### config.mk
export PLATFORM = sky130hd
export DESIGN_NAME = regfile_sb_flat
export DESIGN_NICKNAME = d
export VERILOG_FILES = /design/src/rtl/regfile_pkg.sv /design/src/rtl/regfile_sb_if.sv /design/src/rtl/regfile_rdport.sv /design/src/rtl/regfile_sb.sv /design/src/flat_wrapper.sv
export SDC_FILE = /design/constraint.sdc
export NUM_CORES = 2
export LEC_CHECK = 0
export BUFFER_PORTS_ARGS = -buffer_cell sky130_fd_sc_hd__buf_2
export CORE_MARGIN = 3
export CORE_UTILIZATION = 47
export DETAILED_ROUTE_END_ITERATION = 12
export GPL_TIMING_DRIVEN = 1
export SETUP_SLACK_MARGIN = 0.02
export SLEW_MARGIN = 5
export SYNTH_ARGS = -nofsm -noshare
export SYNTH_HDL_FRONTEND = slang
export SYNTH_SLANG_ARGS = --single-unit
### constraint.sdc
create_clock -name clk -period 4.6 [get_ports clk]
set_input_delay 0 -clock clk [delete_from_list [all_inputs] [get_ports clk]]
set_output_delay 0 -clock clk [all_outputs]
set_load 0.02 [all_outputs]
### src/rtl/regfile_pkg.sv
// rtl/regfile_pkg.sv - shared constants and types for the regfile_sb register file
//
// Contents:
//   REGFILE_DATA_W / REGFILE_ADDR_W : default register width / address width
//   reg_addr_t / reg_data_t         : address and data types at the default widths
//   ZERO_ADDR                       : address of the hardwired zero register
package regfile_pkg;

  localparam int REGFILE_DATA_W = 32;
  localparam int REGFILE_ADDR_W = 5;

  typedef logic [REGFILE_ADDR_W-1:0] reg_addr_t;
  typedef logic [REGFILE_DATA_W-1:0] reg_data_t;

  localparam reg_addr_t ZERO_ADDR = '0;

endpackage

### src/rtl/regfile_sb_if.sv
// rtl/regfile_sb_if.sv - decode/writeback/issue bus of the regfile_sb register file
//
// Signals:
//   rd_addr   NUM_RD*ADDR_W  read addresses, port k at [k*ADDR_W +: ADDR_W]
//   rd_data   NUM_RD*DATA_W  read data, same order as rd_addr
//   rd_busy   NUM_RD         pending-write flag of each read port's register
//   we/waddr/wdata           writeback write port (clears busy)
//   iss_valid/iss_addr       issue of a destination register (sets busy)
//   any_busy                 OR of all registered busy bits
// Modports: slave = register file side, master = pipeline side.
interface regfile_sb_if
  import regfile_pkg::*;
#(
  parameter int DATA_W = REGFILE_DATA_W,
  parameter int ADDR_W = REGFILE_ADDR_W,
  parameter int NUM_RD = 2
) ();

  logic [NUM_RD*ADDR_W-1:0] rd_addr;
  logic [NUM_RD*DATA_W-1:0] rd_data;
  logic [NUM_RD-1:0]        rd_busy;
  logic                     we;
  logic [ADDR_W-1:0]        waddr;
  logic [DATA_W-1:0]        wdata;
  logic                     iss_valid;
  logic [ADDR_W-1:0]        iss_addr;
  logic                     any_busy;

  modport slave (
    input  rd_addr, we, waddr, wdata, iss_valid, iss_addr,
    output rd_data, rd_busy, any_busy
  );

  modport master (
    output rd_addr, we, waddr, wdata, iss_valid, iss_addr,
    input  rd_data, rd_busy, any_busy
  );

endinterface

### src/rtl/regfile_rdport.sv
// rtl/regfile_rdport.sv - one combinational read port: stored vs forwarded data, zero-register mask
//
// Ports:
//   addr      in   ADDR_W  read address of this port
//   mem_data  in   DATA_W  stored register contents at addr
//   mem_busy  in   1       registered busy bit at addr
//   byp_hit   in   1       same-cycle writeback targets addr and may be forwarded
//   byp_data  in   DATA_W  writeback data to forward
//   iss_hit   in   1       same-cycle issue targets addr
//   data      out  DATA_W  read data
//   busy      out  1       busy flag seen by decode
module regfile_rdport
  import regfile_pkg::*;
#(
  parameter int DATA_W   = REGFILE_DATA_W,
  parameter int ADDR_W   = REGFILE_ADDR_W,
  parameter int ZERO_REG = 1
) (
  input  logic [ADDR_W-1:0] addr,
  input  logic [DATA_W-1:0] mem_data,
  input  logic              mem_busy,
  input  logic              byp_hit,
  input  logic [DATA_W-1:0] byp_data,
  input  logic              iss_hit,
  output logic [DATA_W-1:0] data,
  output logic              busy
);

  logic is_zero;

  assign is_zero = (ZERO_REG != 0) && (addr == ADDR_W'(ZERO_ADDR));

  always_comb begin
    data = mem_data;
    busy = mem_busy;
    // A forwarded write retires the pending producer, unless a newer
    // producer issues to the same register in this very cycle.
    if (byp_hit) begin
      data = byp_data;
      busy = iss_hit;
    end
    if (is_zero) begin
      data = '0;
      busy = 1'b0;
    end
  end

endmodule

### src/rtl/regfile_sb.sv
// rtl/regfile_sb.sv - register file with N async read ports, one write port and busy scoreboard
//
// Ports:
//   clk    in  1  clock, all state updates on the rising edge
//   reset  in  1  asynchronous active-low reset, clears data and busy bits
//   bus    regfile_sb_if.slave  read ports, writeback, issue and any_busy
// Configuration:
//   REGFILE_BYPASS_EN  when defined, a same-cycle writeback is forwarded to
//                      matching read ports (data and busy); otherwise reads
//                      show registered state only.
module regfile_sb
  import regfile_pkg::*;
#(
  parameter int DATA_W   = REGFILE_DATA_W,
  parameter int ADDR_W   = REGFILE_ADDR_W,
  parameter int NUM_RD   = 2,
  parameter int ZERO_REG = 1
) (
  input  logic        clk,
  input  logic        reset,
  regfile_sb_if.slave bus
);

  localparam int DEPTH = 1 << ADDR_W;

  logic [DATA_W-1:0] mem [DEPTH];
  logic [DEPTH-1:0]  busy;
  logic              wr_ok;
  logic              iss_ok;
  logic              zero_w;
  logic              zero_i;

  assign zero_w = (ZERO_REG != 0) && (bus.waddr == ADDR_W'(ZERO_ADDR));
  assign zero_i = (ZERO_REG != 0) && (bus.iss_addr == ADDR_W'(ZERO_ADDR));
  assign wr_ok  = bus.we && !zero_w;
  assign iss_ok = bus.iss_valid && !zero_i;

  always_ff @(posedge clk or negedge reset) begin
    if (!reset) begin
      for (int i = 0; i < DEPTH; i++) begin
        mem[i] <= '0;
      end
      busy <= '0;
    end else begin
      if (wr_ok) begin
        mem[bus.waddr]  <= bus.wdata;
        busy[bus.waddr] <= 1'b0;
      end
      // Issue is the newer producer, so it overrides a same-address clear.
      if (iss_ok) begin
        busy[bus.iss_addr] <= 1'b1;
      end
    end
  end

  assign bus.any_busy = |busy;

  for (genvar k = 0; k < NUM_RD; k++) begin : g_rd
    logic [ADDR_W-1:0] addr;
    logic              byp_hit;
    logic              iss_hit;

    assign addr    = bus.rd_addr[k*ADDR_W +: ADDR_W];
    assign iss_hit = bus.iss_valid && (bus.iss_addr == addr);
`ifdef REGFILE_BYPASS_EN
    // Gated by reset so nothing leaks through while the array is held clear.
    assign byp_hit = reset && bus.we && (bus.waddr == addr);
`else
    assign byp_hit = 1'b0;
`endif

    regfile_rdport #(
      .DATA_W   (DATA_W),
      .ADDR_W   (ADDR_W),
      .ZERO_REG (ZERO_REG)
    ) u_rdport (
      .addr     (addr),
      .mem_data (mem[addr]),
      .mem_busy (busy[addr]),
      .byp_hit  (byp_hit),
      .byp_data (bus.wdata),
      .iss_hit  (iss_hit),
      .data     (bus.rd_data[k*DATA_W +: DATA_W]),
      .busy     (bus.rd_busy[k])
    );
  end

endmodule

### src/flat_wrapper.sv
// flat-port wrapper written by rule: the top's interface ports become plain ports
module regfile_sb_flat import regfile_pkg::*;
#(
  parameter int DATA_W   = REGFILE_DATA_W,
  parameter int ADDR_W   = REGFILE_ADDR_W,
  parameter int NUM_RD   = 2,
  parameter int ZERO_REG = 1
)
  (clk, reset, bus_rd_addr, bus_we, bus_waddr, bus_wdata, bus_iss_valid, bus_iss_addr, bus_rd_data, bus_rd_busy, bus_any_busy);
  regfile_sb_if #(.DATA_W(DATA_W), .ADDR_W(ADDR_W), .NUM_RD(NUM_RD)) bus_i ();
  input  logic clk;
  input  logic reset;
  input wire logic [$bits(bus_i.rd_addr)-1:0] bus_rd_addr;
  input wire logic [$bits(bus_i.we)-1:0] bus_we;
  input wire logic [$bits(bus_i.waddr)-1:0] bus_waddr;
  input wire logic [$bits(bus_i.wdata)-1:0] bus_wdata;
  input wire logic [$bits(bus_i.iss_valid)-1:0] bus_iss_valid;
  input wire logic [$bits(bus_i.iss_addr)-1:0] bus_iss_addr;
  output wire logic [$bits(bus_i.rd_data)-1:0] bus_rd_data;
  output wire logic [$bits(bus_i.rd_busy)-1:0] bus_rd_busy;
  output wire logic [$bits(bus_i.any_busy)-1:0] bus_any_busy;
  assign bus_i.rd_addr = bus_rd_addr;
  assign bus_i.we = bus_we;
  assign bus_i.waddr = bus_waddr;
  assign bus_i.wdata = bus_wdata;
  assign bus_i.iss_valid = bus_iss_valid;
  assign bus_i.iss_addr = bus_iss_addr;
  assign bus_rd_data = bus_i.rd_data;
  assign bus_rd_busy = bus_i.rd_busy;
  assign bus_any_busy = bus_i.any_busy;
  regfile_sb #(.DATA_W(DATA_W), .ADDR_W(ADDR_W), .NUM_RD(NUM_RD), .ZERO_REG(ZERO_REG)) u_core (.clk(clk), .reset(reset), .bus(bus_i));
endmodule
==> summary.txt <==
Result of the run: complete, no violations
Pleak: 26.77 nW
Gr ovfl total: 0
Filler Cells Inserted: 9,838
Critical path class: in -> out
Post-synthesis net count: 3,835
Transition time at the pin with the least slew margin: 1.370 ns
Cell accounting for the most synthesized area: dfrtp_1
Final setup fails: 0
Cells resized by post-CTS repair: 0
Maximum number of pins on one net before global-route repair: 107
Overall power consumption: 0.02767 W
DRT Wirelength: 180,800 um
CP Data Required Time: 4.60 ns
Die width: 352.1 um
Clock skew: 0 ns
Master cell of the clock root buffer: clkbuf_16
Level count of the clock H-tree: 3
Met1 usage: 0.4063
Post-Place Cell Area: 58,060 um2
Boundary pin count: 123
TritonCTS clock tree: yes
Mean number of vias per cell: 6.666
Share of the cycle needed by the critical path after routing: 0.7116
DPL Wire Length: 100,600 um
Maximum Capacitance Violations: 0
Synth top area share: 0.4694
Relative slew slack: 0.08314
Number of storage elements in the synthesis netlist: 1,056
Count of buffers from port buffering: 122
Main flop type after synthesis: dfrtp_1
Area Overhead vs Synth: 11.23%
CP peak stage delay: 1.14 ns
Die area: 124,000 um2
Number of max-slew violations in the final report: 0
Synthesized netlist cell count: 3,779
Number of clock sinks seen by CTS: 1,056
Via count of the first global-routing pass: 37,602
Cell row count: 126
Number of warnings printed during yosys synthesis: 0
List of cells traversed by the critical path: buf_6 > inv_4 > nor2_1 > a22oi_1 > a311oi_1 > buf_2
Worst min-delay path class: in -> reg
Number of nets in the final layout: 3,773
Setup tns final: 0 ns
Post-route minimum period: 3.273 ns
Critical-path cell with the highest stage delay: nor2_1
Total global-route track usage: 0.2915
Synth top area cells: dfrtp_1 (47%), mux2_2 (21%), mux4_2 (18%), mux2i_1 (2.3%), buf_2 (1.5%)
Starting density of the core: 0.4755
Post-detailed-route DRC marker count: 0
GRT met3 Usage: 0.05208
Power density relative to cell area: 441.9 nW/um2
Signal arrival time at the worst endpoint: 3.27 ns
GRT Max-Usage Layer: met2
Count of vias placed by the detailed router: 36,090
Count of different cell masters after synthesis: 41
Critical path buffer and inverter count: 3
Worst skew pair latency: 0.70 ns
Initial antenna violation count: 6
Post-detailed-route wirelength per cell: 33.39 um
CP Launch Type: primary input
Number of detailed-route iterations in the first pass: 6
TritonCTS buffer count: 116
Crit-path max FO: 31
Weighted congestion at the end of routability-driven global placement: 0.7960
Met2 track demand over resource in global routing: 0.4639
Core outline area: 118,400 um2
Family with the most delay on the worst path: simple AND/OR/NAND/NOR gates
Post-CTS setup repair buffer count: 0
Maximum resistive drop on vdd: 0.3230 mV
Hold buffer count at cts: 53
Global-route wire length before repair: 267,400 um
Critical Path End Type: output pin
Worst-case clock buffer depth: 3
Share of layout cells above drive strength 1: 0.5174
Highest Clock Rate: 305.5 MHz
Number of DRC markers in iteration 0: 3,559
Routed Antenna Nets: 0
Synthesized area: 56,300 um2
Hold Vio Cnt, Final: 0
Clock slew at the register clock pins of the worst setup and hold paths: 0.06 ns
Final design area excluding fillers: 62,620 um2
Height of the chip: 352.1 um
Setup repair after global routing missed its margin: false
Post-synthesis sequential area ratio: 0.4694
Async SR Flop Fraction: 1.000
Average size of a mapped cell: 14.90 um2
Number of flops mapped to enable cells by yosys: 0
==> worst paths after layout <==
kind	from	to	slack (ns)	depth (start not counted)
worst min-delay path	bus_waddr[2]	u_core.busy[11]$_DFF_PN0_	0.04	4
worst min register to register	u_core.mem[999]$_DFFE_PN0P_	u_core.mem[999]$_DFFE_PN0P_	0.39	0
worst max register to register	u_core.busy[23]$_DFF_PN0_	u_core.busy[23]$_DFF_PN0_	3.30	3
min in group asynchronous	reset	u_core.mem[923]$_DFFE_PN0P_	0.35	3
worst max-delay path	bus_rd_addr[5]	bus_rd_data[51]	1.33	6
max in group asynchronous	reset	u_core.mem[749]$_DFFE_PN0P_	3.11	4
==> state kept, by name, indices dropped and copies added, names as in the netlist <==
register,cells
u_core.mem,1024
u_core.busy,32
==> worst register-to-register path, delay by kind of cell (launching register included) <==
kind / cells / cell delay (ns)
AOI/OAI and AO/OA: 2 / 0.20
buffers and inverters: 1 / 0.58
DFF: 1 / 0.41
==> final cells by class <==
| type | count | area [um2] | area share |
|---|---|---|---|
| Multi-Input combinational cell | 2273 | 28010 | 0.4473 |
| Sequential cell | 1056 | 26430 | 0.4220 |
| Clock buffer | 181 | 3592 | 0.05736 |
| Timing Repair Buffer | 264 | 2140 | 0.03417 |
| Tap cell | 1600 | 2002 | 0.03197 |
| Clock inverter | 31 | 415.4 | 0.006633 |
| Inverter | 6 | 27.53 | 0.0004396 |
| Antenna cell | 3 | 7.507 | 0.0001199 |
==> through the flow <==
stage,setup slack [ns],cells,util,hold WS [ns]
after floorplan,2.936,3779,-,-0.2956
after global routing,1.213,5411,0.5289,0.05852
final,1.327,5414,0.5289,0.04222
after CTS,1.355,5411,0.5289,0.004714
after detailed placement,1.364,5146,0.4904,0.1338
after global placement,1.349,5146,0.4904,0.1225
==> where the power goes <==
| group | switching [W] | internal [W] |
|---|---|---|
| registers | 0.00132 | 0.0111 |
| logic | 0.00225 | 0.00325 |
| clock network | 0.00397 | 0.00583 |
| total | 0.00753 | 0.0201 |
==> kinds of logic after synthesis <==
| kind of cell | count (synthesis) | synth area share |
|---|---|---|
| buffers and inverters | 450 | 0.03816 |
| AOI/OAI and AO/OA | 424 | 0.05318 |
| DFF | 1056 | 0.4694 |
| and+or+nand+nor | 197 | 0.01940 |
| muxes | 1652 | 0.4199 |
==> layer usage <==
layer | vias to the layer above | routed length (um) | share of wire
li1 | 14587 | - | -
met1 | 19699 | 75730 | 0.42
met2 | 1465 | 85110 | 0.47
met3 | 337 | 13430 | 0.074
met4 | 2 | 6508 | 0.036
met5 | - | 13 | 0.000072
==> placed cells by master, fill, tap and decap left out, types with 3 or more instances in the layout <==
cell type / count
mux2_2: 1058
dfrtp_1: 1056
mux4_2: 462
o21ai_0: 136
mux2i_1: 132
clkbuf_16: 120
buf_2: 115
buf_4: 69
nor2b_1: 68
a22oi_1: 66
a211oi_1: 66
a311oi_1: 66
dlygate4sd3_1: 52
a221oi_1: 51
nand2_1: 39
clkbuf_8: 36
clkbuf_1: 25
buf_12: 20
clkinv_2: 18
o2111ai_1: 15
nor2_4: 14
a22o_1: 12
o21ai_1: 11
nand2_4: 9
bufinv_16: 9
nor4_1: 8
nor2_1: 6
nand2b_1: 5
buf_8: 5
nand3b_1: 4
nor3b_1: 4
inv_1: 4
nor2b_4: 4
diode_2: 3
nand4b_1: 3
nor3_4: 3
nand4_1: 3
==> Yosys cell counts (3+ instances only) <==
| master | number |
|---|---|
| nor4_1 | 8 |
| nor2_1 | 22 |
| clkbuf_1 | 218 |
| o21ai_1 | 11 |
| nor3_2 | 4 |
| nand3_1 | 3 |
| nand2b_1 | 7 |
| mux2_2 | 1058 |
| a211oi_1 | 66 |
| buf_2 | 172 |
| nand2_1 | 50 |
| a221oi_1 | 51 |
| nor2b_1 | 72 |
| mux2i_1 | 132 |
| nand3b_1 | 4 |
| inv_1 | 6 |
| dfrtp_1 | 1056 |
| a22o_1 | 12 |
| mux4_2 | 462 |
| o21ai_0 | 136 |
| o2111ai_1 | 15 |
| or3_1 | 3 |
| nand4b_1 | 3 |
| a22oi_1 | 66 |
| nand4_1 | 3 |
| buf_1 | 3 |
| buf_6 | 14 |
| nor3b_1 | 4 |
| buf_4 | 36 |
| a311oi_1 | 66 |
(Power assumes the default switching activity.)
